<file path="src/rtl/pipe_hazard_ctrl_if.sv">
// Pipeline hazard controller bundle: ID/EX/MEM hazard sources, memory handshakes,
// stage-register enables/flushes and status.
interface pipe_hazard_ctrl_if;
   localparam int unsigned REG_W = 5;
   localparam int unsigned ST_W  = 3;
   localparam int unsigned CNT_W = 16;

   logic [REG_W-1:0] id_rs_reg;
   logic [REG_W-1:0] id_rt_reg;
   logic             id_uses_rs;
   logic             id_uses_rt;
   logic [REG_W-1:0] ex_rd_reg;
   logic             ex_reg_write;
   logic [REG_W-1:0] mem_rd_reg;
   logic             mem_reg_write;
   logic             redirect;
   logic             imem_ready;
   logic             dmem_req;
   logic             dmem_ready;
   logic             halt_req;

   logic             pc_wren;
   logic             fd_wren;
   logic             de_wren;
   logic             em_wren;
   logic             mw_wren;
   logic             fd_flush;
   logic             de_flush;
   logic             em_flush;
   logic             mw_flush;
   logic [ST_W-1:0]  state;
   logic             halted;
   logic             bus_err;
   logic [CNT_W-1:0] stall_cycles;
   logic [CNT_W-1:0] redirect_count;

   modport master (
      output id_rs_reg, id_rt_reg, id_uses_rs, id_uses_rt,
      output ex_rd_reg, ex_reg_write, mem_rd_reg, mem_reg_write,
      output redirect, imem_ready, dmem_req, dmem_ready, halt_req,
      input  pc_wren, fd_wren, de_wren, em_wren, mw_wren,
      input  fd_flush, de_flush, em_flush, mw_flush,
      input  state, halted, bus_err, stall_cycles, redirect_count
   );

   modport slave (
      input  id_rs_reg, id_rt_reg, id_uses_rs, id_uses_rt,
      input  ex_rd_reg, ex_reg_write, mem_rd_reg, mem_reg_write,
      input  redirect, imem_ready, dmem_req, dmem_ready, halt_req,
      output pc_wren, fd_wren, de_wren, em_wren, mw_wren,
      output fd_flush, de_flush, em_flush, mw_flush,
      output state, halted, bus_err, stall_cycles, redirect_count
   );
endinterface

</file>
<file path="src/rtl/pipe_hazard_ctrl.sv">
// Five-stage pipeline hazard controller: load-use stalls, redirects, data-memory
// waits with timeout, halt draining and stall/redirect statistics.
module pipe_hazard_ctrl (
   input logic               clk,
   input logic               reset_n,
   pipe_hazard_ctrl_if.slave bus
);
   localparam int unsigned REG_W   = 5;
   localparam int unsigned ST_W    = 3;
   localparam int unsigned TMO_W   = 8;
   localparam int unsigned DRAIN_W = 3;
   localparam int unsigned CNT_W   = 16;

   localparam logic [TMO_W-1:0]   TMO_MAX    = {TMO_W{1'b1}};
   localparam logic [DRAIN_W-1:0] DRAIN_INIT = DRAIN_W'(4);
   localparam logic [CNT_W-1:0]   CNT_MAX    = {CNT_W{1'b1}};

   typedef enum logic [ST_W-1:0] {
      RUN    = 3'd0,
      DWAIT  = 3'd1,
      DRAIN  = 3'd2,
      HALTED = 3'd3,
      ERR    = 3'd4
   } state_t;

   state_t             cur;
   state_t             nxt;
   logic [TMO_W-1:0]   tmo;
   logic [TMO_W-1:0]   tmo_nxt;
   logic [DRAIN_W-1:0] drain_cnt;
   logic [DRAIN_W-1:0] drain_nxt;
   logic [CNT_W-1:0]   stall_cnt;
   logic [CNT_W-1:0]   redir_cnt;

   logic rs_hit, rt_hit, hazard, dmem_stall;
   logic iss_pc, iss_fd, iss_fd_f, iss_de_f;
   logic pc_w, fd_w, de_w, em_w, mw_w;
   logic fd_f, de_f, em_f, mw_f;
   logic redir_inc, stall_inc;

   // Only EX and MEM producers matter; WB writes back before ID reads.
   function automatic logic src_hit(input logic en, input logic [REG_W-1:0] src,
                                    input logic [REG_W-1:0] ex_rd, input logic ex_w,
                                    input logic [REG_W-1:0] mem_rd, input logic mem_w);
      return en && (src != REG_W'(0)) &&
             ((ex_w && (src == ex_rd)) || (mem_w && (src == mem_rd)));
   endfunction

   always_comb begin
      rs_hit     = src_hit(bus.id_uses_rs, bus.id_rs_reg, bus.ex_rd_reg, bus.ex_reg_write,
                           bus.mem_rd_reg, bus.mem_reg_write);
      rt_hit     = src_hit(bus.id_uses_rt, bus.id_rt_reg, bus.ex_rd_reg, bus.ex_reg_write,
                           bus.mem_rd_reg, bus.mem_reg_write);
      hazard     = rs_hit || rt_hit;
      dmem_stall = bus.dmem_req && !bus.dmem_ready;
   end

   // Normal issue: hazard bubble into DE, else fetch bubble into FD, else advance.
   always_comb begin
      iss_pc   = 1'b1;
      iss_fd   = 1'b1;
      iss_fd_f = 1'b0;
      iss_de_f = 1'b0;
      if (hazard) begin
         iss_pc   = 1'b0;
         iss_fd   = 1'b0;
         iss_de_f = 1'b1;
      end else if (!bus.imem_ready) begin
         iss_pc   = 1'b0;
         iss_fd_f = 1'b1;
      end
   end

   // Next state and stage-register controls.
   always_comb begin
      nxt       = cur;
      tmo_nxt   = tmo;
      drain_nxt = drain_cnt;
      redir_inc = 1'b0;
      stall_inc = 1'b0;
      pc_w = 1'b0; fd_w = 1'b0; de_w = 1'b0; em_w = 1'b0; mw_w = 1'b0;
      fd_f = 1'b0; de_f = 1'b0; em_f = 1'b0; mw_f = 1'b0;

      case (cur)
         RUN: begin
            if (dmem_stall) begin
               mw_w    = 1'b1;
               mw_f    = 1'b1;
               tmo_nxt = TMO_W'(1);
               nxt     = DWAIT;
            end else begin
               tmo_nxt = '0;
               if (bus.redirect) begin
                  pc_w = 1'b1; fd_w = 1'b1; de_w = 1'b1; em_w = 1'b1; mw_w = 1'b1;
                  fd_f = 1'b1; de_f = 1'b1; em_f = 1'b1;
                  redir_inc = 1'b1;
               end else begin
                  pc_w = iss_pc; fd_w = iss_fd; de_w = 1'b1; em_w = 1'b1; mw_w = 1'b1;
                  fd_f = iss_fd_f; de_f = iss_de_f;
                  if (bus.halt_req) begin
                     nxt       = DRAIN;
                     drain_nxt = DRAIN_INIT;
                  end
               end
            end
         end

         DWAIT: begin
            if (!bus.dmem_ready) begin
               mw_w    = 1'b1;
               mw_f    = 1'b1;
               tmo_nxt = tmo + TMO_W'(1);
               if (tmo == TMO_MAX) nxt = ERR;
            end else begin
               pc_w = iss_pc; fd_w = iss_fd; de_w = 1'b1; em_w = 1'b1; mw_w = 1'b1;
               fd_f = iss_fd_f; de_f = iss_de_f;
               tmo_nxt = '0;
               nxt     = RUN;
            end
         end

         DRAIN: begin
            if (dmem_stall) begin
               mw_w    = 1'b1;
               mw_f    = 1'b1;
               tmo_nxt = tmo + TMO_W'(1);
               if (tmo == TMO_MAX) nxt = ERR;
            end else begin
               tmo_nxt = '0;
               pc_w = 1'b0; fd_w = 1'b1; de_w = 1'b1; em_w = 1'b1; mw_w = 1'b1;
               if (bus.redirect) begin
                  pc_w = 1'b1;
                  fd_f = 1'b1; de_f = 1'b1; em_f = 1'b1;
                  redir_inc = 1'b1;
                  nxt       = HALTED;
               end else if (hazard) begin
                  fd_w = 1'b0;
                  de_f = 1'b1;
               end else begin
                  // Fetch is shut off; keep retiring until the count runs out.
                  fd_f      = 1'b1;
                  drain_nxt = drain_cnt - DRAIN_W'(1);
                  if (drain_cnt <= DRAIN_W'(1)) nxt = HALTED;
               end
            end
         end

         HALTED: begin
            if (!bus.halt_req) nxt = RUN;
         end

         ERR: begin
            nxt = ERR;
         end

         default: begin
            nxt = RUN;
         end
      endcase

      stall_inc = !pc_w && ((cur == RUN) || (cur == DWAIT) || (cur == DRAIN));

      if (!reset_n) begin
         pc_w = 1'b0; fd_w = 1'b0; de_w = 1'b0; em_w = 1'b0; mw_w = 1'b0;
         fd_f = 1'b0; de_f = 1'b0; em_f = 1'b0; mw_f = 1'b0;
      end
   end

   // State, timeout, drain count and statistics.
   always_ff @(posedge clk) begin
      if (!reset_n) begin
         cur       <= RUN;
         tmo       <= '0;
         drain_cnt <= '0;
         stall_cnt <= '0;
         redir_cnt <= '0;
      end else begin
         cur       <= nxt;
         tmo       <= tmo_nxt;
         drain_cnt <= drain_nxt;
         if (stall_inc && (stall_cnt != CNT_MAX)) stall_cnt <= stall_cnt + CNT_W'(1);
         if (redir_inc) redir_cnt <= redir_cnt + CNT_W'(1);
      end
   end

   assign bus.pc_wren        = pc_w;
   assign bus.fd_wren        = fd_w;
   assign bus.de_wren        = de_w;
   assign bus.em_wren        = em_w;
   assign bus.mw_wren        = mw_w;
   assign bus.fd_flush       = fd_f;
   assign bus.de_flush       = de_f;
   assign bus.em_flush       = em_f;
   assign bus.mw_flush       = mw_f;
   assign bus.state          = ST_W'(cur);
   assign bus.halted         = reset_n && (cur == HALTED);
   assign bus.bus_err        = reset_n && (cur == ERR);
   assign bus.stall_cycles   = stall_cnt;
   assign bus.redirect_count = redir_cnt;
endmodule

</file>
<file path="src/flat_wrapper.sv">
// flat-port wrapper written by rule: the top's interface ports become plain ports
module pipe_hazard_ctrl_flat 
  (clk, reset_n, bus_id_rs_reg, bus_id_rt_reg, bus_id_uses_rs, bus_id_uses_rt, bus_ex_rd_reg, bus_ex_reg_write, bus_mem_rd_reg, bus_mem_reg_write, bus_redirect, bus_imem_ready, bus_dmem_req, bus_dmem_ready, bus_halt_req, bus_pc_wren, bus_fd_wren, bus_de_wren, bus_em_wren, bus_mw_wren, bus_fd_flush, bus_de_flush, bus_em_flush, bus_mw_flush, bus_state, bus_halted, bus_bus_err, bus_stall_cycles, bus_redirect_count);
  pipe_hazard_ctrl_if bus_i ();
  input logic clk;
  input logic reset_n;
  input wire logic [$bits(bus_i.id_rs_reg)-1:0] bus_id_rs_reg;
  input wire logic [$bits(bus_i.id_rt_reg)-1:0] bus_id_rt_reg;
  input wire logic [$bits(bus_i.id_uses_rs)-1:0] bus_id_uses_rs;
  input wire logic [$bits(bus_i.id_uses_rt)-1:0] bus_id_uses_rt;
  input wire logic [$bits(bus_i.ex_rd_reg)-1:0] bus_ex_rd_reg;
  input wire logic [$bits(bus_i.ex_reg_write)-1:0] bus_ex_reg_write;
  input wire logic [$bits(bus_i.mem_rd_reg)-1:0] bus_mem_rd_reg;
  input wire logic [$bits(bus_i.mem_reg_write)-1:0] bus_mem_reg_write;
  input wire logic [$bits(bus_i.redirect)-1:0] bus_redirect;
  input wire logic [$bits(bus_i.imem_ready)-1:0] bus_imem_ready;
  input wire logic [$bits(bus_i.dmem_req)-1:0] bus_dmem_req;
  input wire logic [$bits(bus_i.dmem_ready)-1:0] bus_dmem_ready;
  input wire logic [$bits(bus_i.halt_req)-1:0] bus_halt_req;
  output wire logic [$bits(bus_i.pc_wren)-1:0] bus_pc_wren;
  output wire logic [$bits(bus_i.fd_wren)-1:0] bus_fd_wren;
  output wire logic [$bits(bus_i.de_wren)-1:0] bus_de_wren;
  output wire logic [$bits(bus_i.em_wren)-1:0] bus_em_wren;
  output wire logic [$bits(bus_i.mw_wren)-1:0] bus_mw_wren;
  output wire logic [$bits(bus_i.fd_flush)-1:0] bus_fd_flush;
  output wire logic [$bits(bus_i.de_flush)-1:0] bus_de_flush;
  output wire logic [$bits(bus_i.em_flush)-1:0] bus_em_flush;
  output wire logic [$bits(bus_i.mw_flush)-1:0] bus_mw_flush;
  output wire logic [$bits(bus_i.state)-1:0] bus_state;
  output wire logic [$bits(bus_i.halted)-1:0] bus_halted;
  output wire logic [$bits(bus_i.bus_err)-1:0] bus_bus_err;
  output wire logic [$bits(bus_i.stall_cycles)-1:0] bus_stall_cycles;
  output wire logic [$bits(bus_i.redirect_count)-1:0] bus_redirect_count;
  assign bus_i.id_rs_reg = bus_id_rs_reg;
  assign bus_i.id_rt_reg = bus_id_rt_reg;
  assign bus_i.id_uses_rs = bus_id_uses_rs;
  assign bus_i.id_uses_rt = bus_id_uses_rt;
  assign bus_i.ex_rd_reg = bus_ex_rd_reg;
  assign bus_i.ex_reg_write = bus_ex_reg_write;
  assign bus_i.mem_rd_reg = bus_mem_rd_reg;
  assign bus_i.mem_reg_write = bus_mem_reg_write;
  assign bus_i.redirect = bus_redirect;
  assign bus_i.imem_ready = bus_imem_ready;
  assign bus_i.dmem_req = bus_dmem_req;
  assign bus_i.dmem_ready = bus_dmem_ready;
  assign bus_i.halt_req = bus_halt_req;
  assign bus_pc_wren = bus_i.pc_wren;
  assign bus_fd_wren = bus_i.fd_wren;
  assign bus_de_wren = bus_i.de_wren;
  assign bus_em_wren = bus_i.em_wren;
  assign bus_mw_wren = bus_i.mw_wren;
  assign bus_fd_flush = bus_i.fd_flush;
  assign bus_de_flush = bus_i.de_flush;
  assign bus_em_flush = bus_i.em_flush;
  assign bus_mw_flush = bus_i.mw_flush;
  assign bus_state = bus_i.state;
  assign bus_halted = bus_i.halted;
  assign bus_bus_err = bus_i.bus_err;
  assign bus_stall_cycles = bus_i.stall_cycles;
  assign bus_redirect_count = bus_i.redirect_count;
  pipe_hazard_ctrl u_core (.clk(clk), .reset_n(reset_n), .bus(bus_i));
endmodule
</file>
<file path="config.mk">
export PLATFORM = sky130hd
export DESIGN_NAME = pipe_hazard_ctrl_flat
export DESIGN_NICKNAME = d
export VERILOG_FILES = /design/src/rtl/pipe_hazard_ctrl_if.sv /design/src/rtl/pipe_hazard_ctrl.sv /design/src/flat_wrapper.sv
export SDC_FILE = /design/constraint.sdc
export NUM_CORES = 1
export LEC_CHECK = 0
export ABC_AREA = 1
export CORE_ASPECT_RATIO = 1.5
export CORE_MARGIN = 2
export CORE_UTILIZATION = 52
export DETAILED_ROUTE_END_ITERATION = 12
export PLACE_DENSITY = 0.81
export RECOVER_POWER = 50
export SLEW_MARGIN = 5
export SYNTH_ARGS = -nofsm -noshare
export SYNTH_HDL_FRONTEND = slang
export SYNTH_SLANG_ARGS = --single-unit
</file>
<file path="constraint.sdc">
create_clock -name clk -period 4.7 [get_ports clk]
set_input_delay 1.175 -clock clk [delete_from_list [all_inputs] [get_ports clk]]
set_output_delay 1.175 -clock clk [all_outputs]
set_load 0.01 [all_outputs]
</file>
==> flow_summary.toml, run 1 <==
[critical_path]
worstPathCellList = "dlygate4sd3_1 -> inv_1 -> nand2_1 -> nand2_1 -> a21oi_1 -> a21boi_0 -> clkdlybuf4s50_1"
end_kind = "primary output"
startpoint = "bus_dmem_ready"
r2r_start = "u_core.bus.state[2]"
worstPathArrival_ps = 3370
worstSetupPathType = "primary input to primary output"
cp_slowest_cell = "clkdlybuf4s50_1"
crit_path_max_fanout = 6
crit_path_start_kind = "primary input"
worstPathRequired_ps = 3520
critPathMaxStageDelay_ps = 590
crit_top_cell = "nand2_1"

[layout]
stdcell_count = 635
finish.utilization = 0.682
post_route_cells_drive_above_1_share = 0.0945
antenna_cells = 0
layout_common_cells = "nand2_1 (105), inv_1 (66), dfxtp_1 (46)"
final_area_um2 = 4120
final_common_cell = "nand2_1"
fin_nets = 596
area_growth_pct = 28.2

[worst_hold_path]
holdCritPathClass = "flip-flop to flip-flop"
hold_start = "u_core.tmo[5]"

[timing]
setup_tns_ps = 0
tightest_slew_ps = 1270
rsz0062_at_grt = "false"
hold_violations = 0
fin_skew_ps = 6.83
relSlewSlack = 0.153
maxSlewViolCount = 0
period_share = 0.967
max_freq_mhz = 220
setup_violations = 0
fin_crit_ps = 4540

[floorplanning]
ios = 77
die_y_um = 100
coreArea_um2 = 6040
die-area_um2 = 6840
rows = 35
die_x_um = 68.2
start_util = 0.532

[grt]
grt.total_usage = 0.256
grt_pass1_wl_mm = 13.7
grt-ovfl-total = 0
grt_pass1_vias = 3187
grt_max_degree = 26
antenna_found_initial = 0

[place]
hpwl_mm = 6.67
io_buffers = 76
place.gp.congestion = 0.930
dpl-instance-area_um2 = 4040
dp.cells = 627

[outcome]
status = "finished clean"

[synthesis]
syn_area_um2 = 3220
seq_area_frac_synth = 0.286
async_reset_ff_frac = 0
synth_edf_count = 0
synthFlopType = "dfxtp_1"
synthCells = 482
avgSynthCellArea_um2 = 6.67
yosys_register_bits = 46
syn_nets = 518
ys_warn_count = 0
synth_cell_types = 44

[clock_network]
post-cts-setup-buffers = 0
clkSinkCount = 46
clk_latency_ps = 300
cts_buffer_depth = 2
ctsHoldBuffers = 0
h-tree-depth = 2
cts_root_buf = "clkbuf_8"
cts_tree = "yes"
cts_buffers = 5
clkTransAtPathRegs_ps = 80
post_cts_resized = 0

[drt]
firstDrtPassIters = 4
postRouteAntennaNets = 0
num_vias = 3429
drtIter0Drc = 89
drc = 0
routed_wl_mm = 8.76
wl_per_cell_um = 13.8
vias_per_cell = 5.40

[power_and_ir_drop]
p_leak_uw = 0.00173
p_per_area_nw_per_um2 = 275
ir_worst_vdd_mv = 0.176

[job]
maxCapViolCount = 0
==> where the power goes <==
part / leakage, uW / switching [uW] / internal [uW]
combinational: 0.00131 / 240 / 155
sequential: 0.000372 / 29.3 / 410
clock: 0.0000524 / 138 / 159
==> metal layers <==
layer	global-route usage	up-vias	wire length (um)
li1	-	1738	-
met1	0.272	1568	3430
met2	0.479	108	4620
met3	0.0471	15	521
met4	0.0938	0	178
met5	0	-	0
==> critical path, delay by kind of cell <==
family,cells,cell delay (ps)
buf+inv,3,1210
compound gates,2,680
simple gates,2,300
==> state kept, by name (all words and copies together) (netlist names) <==
| name | cells |
|---|---|
| u_core.bus.redirect_count | 16 |
| u_core.bus.stall_cycles | 16 |
| u_core.tmo | 8 |
| u_core.bus.state | 3 |
| u_core.drain_cnt | 3 |
==> cell usage after synthesis, types with 2 or more instances <==
| cell type | number | area, um2 |
|---|---|---|
| o21ai_0 | 18 | 90.1 |
| nor4_1 | 3 | 18.8 |
| nor2_2 | 5 | 31.3 |
| nor2_1 | 45 | 169 |
| o21a_1 | 2 | 15.0 |
| nand3_1 | 29 | 145 |
| nand2_1 | 106 | 398 |
| nor3_1 | 17 | 85.1 |
| a21oi_1 | 33 | 165 |
| nand2_4 | 2 | 22.5 |
| buf_8 | 2 | 30.0 |
| clkbuf_1 | 4 | 15.0 |
| xnor2_1 | 7 | 61.3 |
| inv_2 | 4 | 15.0 |
| o21ai_1 | 2 | 10.0 |
| and3_1 | 2 | 12.5 |
| a21oi_2 | 10 | 87.6 |
| dfxtp_1 | 46 | 921 |
| nand4_1 | 25 | 156 |
| buf_2 | 3 | 15.0 |
| ha_1 | 5 | 62.6 |
| nand3b_1 | 2 | 15.0 |
| nor2_4 | 3 | 33.8 |
| xor2_1 | 12 | 105 |
| inv_1 | 65 | 244 |
| nand2_2 | 11 | 68.8 |
| nand4_4 | 2 | 42.5 |
==> worst paths after layout <==
path	end	slack, ps	cells past startpoint
min reg2reg	u_core.tmo[5]	490	2
min	u_core.tmo[5]	490	2
max	bus_fd_wren	160	7
max reg2reg	u_core.bus.stall_cycles[5]	1810	8
==> logic make-up (layout without fill, tap and decap cells) <==
family,Yosys count,count (layout),share of synthesized area
flops,46,46,0.286
simple gates,258,258,0.397
xor+xnor,19,19,0.0518
fa+ha+maj,5,5,0.0195
compound gates,74,74,0.143
buf+inv,80,159,0.103
==> metrics by stage <==
step | setup slack [ps] | power [uW] | hold slack (ps)
2_1_floorplan | 1250 | 719 | 445
3_5_place_dp | 164 | 850 | 478
4_1_cts | 141 | 1150 | 490
5_1_grt | 50.6 | 1190 | 514
3_3_place_gp | 180 | 846 | 453
6_report | 157 | 1130 | 493
==> area by class of cell <==
class / count / area [um2]
Fill cell: 539 / 1920
Timing Repair Buffer: 82 / 802
Multi-Input combinational cell: 356 / 1940
Sequential cell: 46 / 921
Inverter: 69 / 259
Clock buffer: 7 / 76.3
Clock inverter: 1 / 30.0
Tap cell: 74 / 92.6
No activity file was read; power rests on OpenSTA's default activity.
==> inputs of run 2 (changes only) <==
--- a/config.mk
+++ b/config.mk
@@ -8,9 +8,9 @@
 export ABC_AREA = 1
 export CORE_ASPECT_RATIO = 1.5
 export CORE_MARGIN = 2
-export CORE_UTILIZATION = 52
+export CORE_UTILIZATION = 35
 export DETAILED_ROUTE_END_ITERATION = 12
-export PLACE_DENSITY = 0.81
+export PLACE_DENSITY = 0.58
 export RECOVER_POWER = 50
 export SLEW_MARGIN = 5
 export SYNTH_ARGS = -nofsm -noshare
==> flow_summary.toml, run 2 (synthesis results as in run 1) <==
[layout]
final_common_cell = "nand2_1"
layout_common_cells = "nand2_1 (105), inv_1 (65), dfxtp_1 (46)"
post_route_cells_drive_above_1_share = 0.103
antenna_cells = 0
area_growth_pct = 32.5
fin_nets = 598

[grt]
grt-ovfl-total = 0
grt.total_usage = 0.194
grt_max_degree = 19
grt_pass1_wl_mm = 15.0
antenna_found_initial = 0
grt_pass1_vias = 3362

[critical_path]
worstPathRequired_ps = 3520
cp_num_cells = 15
crit_path_max_fanout = 4
reg2regPathDepth = 8
reg2reg_slack_ps = 2080
r2r_end = "u_core.bus.stall_cycles[3]"
startpoint = "bus_mem_rd_reg[3]"
critPathMaxStageDelay_ps = 510
r2r_start = "u_core.bus.state[2]"
crit_path_start_kind = "primary input"
setup.worst_path.end = "bus_fd_flush"
end_kind = "primary output"
cp_slowest_cell = "clkdlybuf4s50_1"
critPathTopFamily = "buffers and inverters"
worstSetupPathType = "primary input to primary output"
crit_top_cell = "nand2_1"
worstPathArrival_ps = 3330
worstPathCellList = "clkdlybuf4s50_1 -> inv_1 -> nand2_1 -> nand2_1 -> nor2_1 -> nand3_1 -> nand2_1 -> nand2_2 -> nand2_2 -> inv_1 -> o21ai_0 -> nand3_1 -> nand2_1 -> inv_1 -> clkdlybuf4s50_1"
critPathBufInv = 5

[timing]
fin_crit_ps = 4500
period_share = 0.958
max_freq_mhz = 222
setup_tns_ps = 0
fin_skew_ps = 3.35
hold_ws_ps = 472
maxSlewViolCount = 0
hold_violations = 0
rsz0062_at_grt = "false"
setup_violations = 0
tightest_slew_ps = 1020
relSlewSlack = 0.313

[floorplanning]
die-area_um2 = 9990
start_util = 0.362
rows = 42
coreArea_um2 = 8880
die_x_um = 82.3
ios = 77
die_y_um = 121

[clock_network]
clkSinkCount = 46
clkTransAtPathRegs_ps = 60
clk_latency_ps = 290
cts_buffer_depth = 2
cts_buffers = 5
cts_tree = "yes"
cts_root_buf = "clkbuf_16"
h-tree-depth = 2
post-cts-setup-buffers = 0

[drt]
wl_per_cell_um = 14.0
postRouteAntennaNets = 0
drtIter0Drc = 120
firstDrtPassIters = 6
num_vias = 3393
routed_wl_mm = 9.45
vias_per_cell = 5.04
drc = 0

[place]
place.gp.congestion = 0.874
hpwl_mm = 7.16
io_buffers = 76

[power_and_ir_drop]
p_leak_uw = 0.00178
finalPower_uw = 1260
p_per_area_nw_per_um2 = 295
ir_worst_vdd_mv = 0.266

[job]
maxCapViolCount = 0

[outcome]
status = "finished clean"

[worst_hold_path]
holdCritPathClass = "flip-flop to flip-flop"
## run 2: metrics by stage
stage          std cells  instance area (um2)   util  setup WS (ps)
3_5_place_dp         665                 4100  0.462            133
3_3_place_gp         665                 4100  0.462           80.3
5_1_grt              673                 4260  0.480           7.75
6_report             673                 4260  0.480            200
4_1_cts              673                 4270  0.481            115
2_1_floorplan        482                 3220      -           1250
## run 2: final cells by class
class | count | area [um2]
Sequential cell | 46 | 921
Fill cell | 923 | 4620
Clock inverter | 2 | 37.5
Timing Repair Buffer | 84 | 820
Tap cell | 110 | 138
Multi-Input combinational cell | 356 | 1960
Inverter | 69 | 259
Clock buffer | 6 | 129
## run 2: worst min path at each step
stage,end,cells after the start,from,slack [ps]
6_report,u_core.tmo[5],2,u_core.tmo[5],470
3_3_place_gp,u_core.tmo[5],2,u_core.tmo[5],450
2_1_floorplan,u_core.tmo[5],2,u_core.tmo[5],450
3_5_place_dp,u_core.tmo[5],2,u_core.tmo[5],460
5_1_grt,u_core.tmo[5],2,u_core.tmo[5],500
4_1_cts,u_core.tmo[5],2,u_core.tmo[5],470
## run 2: report_power, final
part / leakage, uW / internal [uW] / total (uW) / switching (uW)
sequential: 0.000372 / 410 / 440 / 29.8
clock: 0.0000771 / 252 / 412 / 161
combinational: 0.00133 / 158 / 406 / 249
## run 2: tightest hold or removal path, stage by stage, from the launching register on
cell     delay [ps]
dfxtp_1         310
nand2_1          60
a21oi_1          60
## run 2: per-layer routing
layer	share of wire	track usage	up-vias
met2	0.52	0.362	91
met3	0.038	0.0305	24
li1	-	-	1738
met4	0.033	0.0927	0
met1	0.41	0.201	1540
met5	0	0	-
## run 2: what timing repair did
item                                    in CTS  in global routing
hold buffers                                 0                  0
resized for setup                            0                  4
endpoints found under the setup margin       0                  2
==> inputs of run 3 (changes only) <==
--- a/config.mk
+++ b/config.mk
@@ -8,9 +8,9 @@
 export ABC_AREA = 1
 export CORE_ASPECT_RATIO = 1.5
 export CORE_MARGIN = 2
-export CORE_UTILIZATION = 35
+export CORE_UTILIZATION = 30
 export DETAILED_ROUTE_END_ITERATION = 12
-export PLACE_DENSITY = 0.58
+export PLACE_DENSITY = 0.51
 export RECOVER_POWER = 50
 export SLEW_MARGIN = 5
 export SYNTH_ARGS = -nofsm -noshare
==> flow_summary.toml, run 3 (synthesis results as in run 1) <==
[worst_hold_path]
hold_start = "u_core.tmo[5]"
holdCritPathClass = "flip-flop to flip-flop"
whs_path_depth = 2
hold_path_end = "u_core.tmo[5]"

[timing]
setup_tns_ps = 0
setup_violations = 0
rsz0062_at_grt = "false"
period_share = 0.938
max_freq_mhz = 227
fin_crit_ps = 4410
relSlewSlack = 0.341
tightest_slew_ps = 978
fin_skew_ps = 4.25
setup_ws_ps = 290
hold_violations = 0
maxSlewViolCount = 0
hold_ws_ps = 480

[clock_network]
post_cts_resized = 0
clk_latency_ps = 290
clkSinkCount = 46
cts_tree = "yes"
cts_root_buf = "clkbuf_16"
h-tree-depth = 2
post-cts-setup-buffers = 0
ctsHoldBuffers = 0
cts_buffers = 5
clkTransAtPathRegs_ps = 70
cts_buffer_depth = 2

[place]
place.gp.congestion = 0.929
pre_cts_ws_ps = 128
io_buffers = 76
hpwl_mm = 7.09
dpl-instance-area_um2 = 4140

[job]
maxCapViolCount = 0

[critical_path]
crit_path_max_fanout = 6
crit_path_start_kind = "primary input"
worstSetupPathType = "primary input to primary output"
r2r_start = "u_core.bus.state[1]"
worstPathArrival_ps = 3240
reg2reg_slack_ps = 2520
r2r_end = "u_core.tmo[2]"
critPathBufInv = 3
worstPathRequired_ps = 3520
end_kind = "primary output"
worstPathCellList = "dlygate4sd3_1 -> inv_1 -> nand2_1 -> nand2_4 -> a21oi_1 -> a21boi_0 -> clkdlybuf4s50_1"
cp_slowest_cell = "clkdlybuf4s50_1"
critPathMaxStageDelay_ps = 580
critPathTopFamily = "buffers and inverters"
reg2regPathDepth = 6

[power_and_ir_drop]
p_leak_uw = 0.00178
p_per_area_nw_per_um2 = 285
ir_worst_vdd_mv = 0.177

[drt]
vias_per_cell = 4.80
routed_wl_mm = 9.50
num_vias = 3387
postRouteAntennaNets = 0
drtIter0Drc = 159
drc = 0
firstDrtPassIters = 4
wl_per_cell_um = 13.5

[grt]
grt_pass1_vias = 3305
grt-ovfl-total = 0
grt_max_degree = 40
antenna_found_initial = 0
grt_pass1_wl_mm = 15.3
grt.total_usage = 0.167

[floorplanning]
die_y_um = 131
rows = 46
start_util = 0.305
ios = 77
die_x_um = 88.5
die-area_um2 = 11600
coreArea_um2 = 10500

[layout]
area_growth_pct = 33.1
layout_common_cells = "nand2_1 (105), inv_1 (65), dfxtp_1 (46)"
antenna_cells = 0
post_route_cells_drive_above_1_share = 0.102
fin_nets = 596
final_area_um2 = 4280
final_common_cell = "nand2_1"

[outcome]
status = "finished clean"
[run 3: changes by cell type in the layout (fill, tap and decap cells not counted), moves of 2 or more]
| cell | delta |
|---|---|
| dlygate4sd3_1 | +2 |
| clkdlybuf4s50_1 | -2 |
| buf_4 | -2 |
| clkbuf_1 | -2 |
[run 3: metrics by stage]
stage                     total power [uW]   util  instances
final                                 1220  0.406        705
after CTS                             1240  0.408        705
after floorplan                        719      -        482
after global routing                  1280  0.406        705
after detailed placement               861  0.393        697
after global placement                 863  0.393        697
[run 3: metal layers]
layer	vias up	GRT usage	share of wire
met4	0	0.0775	0.032
li1	1739	-	-
met2	89	0.300	0.49
met3	22	0.0276	0.047
met5	-	0	0
met1	1537	0.188	0.43
[run 3: power breakdown]
group / leakage [uW] / total [uW] / switching (uW) / internal, uW
sequential: 0.000372 / 439 / 29.2 / 410
combinational: 0.00134 / 403 / 246 / 157
clock: 0.0000729 / 378 / 167 / 211
[run 3: final cells by class]
type / count / area, um2
multi-input combinational: 356 / 1950
clock inverter: 2 / 12.5
fill: 1114 / 6250
inverter: 69 / 259
clock buffer: 6 / 139
sequential: 46 / 921
tap: 144 / 180
timing repair buffer: 82 / 821
[run 3: worst min-delay path, cell delays in order, from the launching register on]
cell and delay [ps]:
dfxtp_1 310, nand2_1 60, a21oi_1 60
[run 3: worst max path at each step]
stage                      from           end  slack, ps  cells after the start
2_1_floorplan  bus_id_rs_reg[0]   bus_pc_wren       1250                      8
3_3_place_gp   bus_id_rt_reg[4]  bus_fd_flush        120                     15
3_5_place_dp   bus_id_rt_reg[4]  bus_fd_flush        130                     15
4_1_cts        bus_id_rt_reg[4]  bus_fd_flush        110                     15
5_1_grt        bus_ex_rd_reg[1]   bus_pc_wren        120                     11
6_report         bus_dmem_ready   bus_fd_wren        290                      7
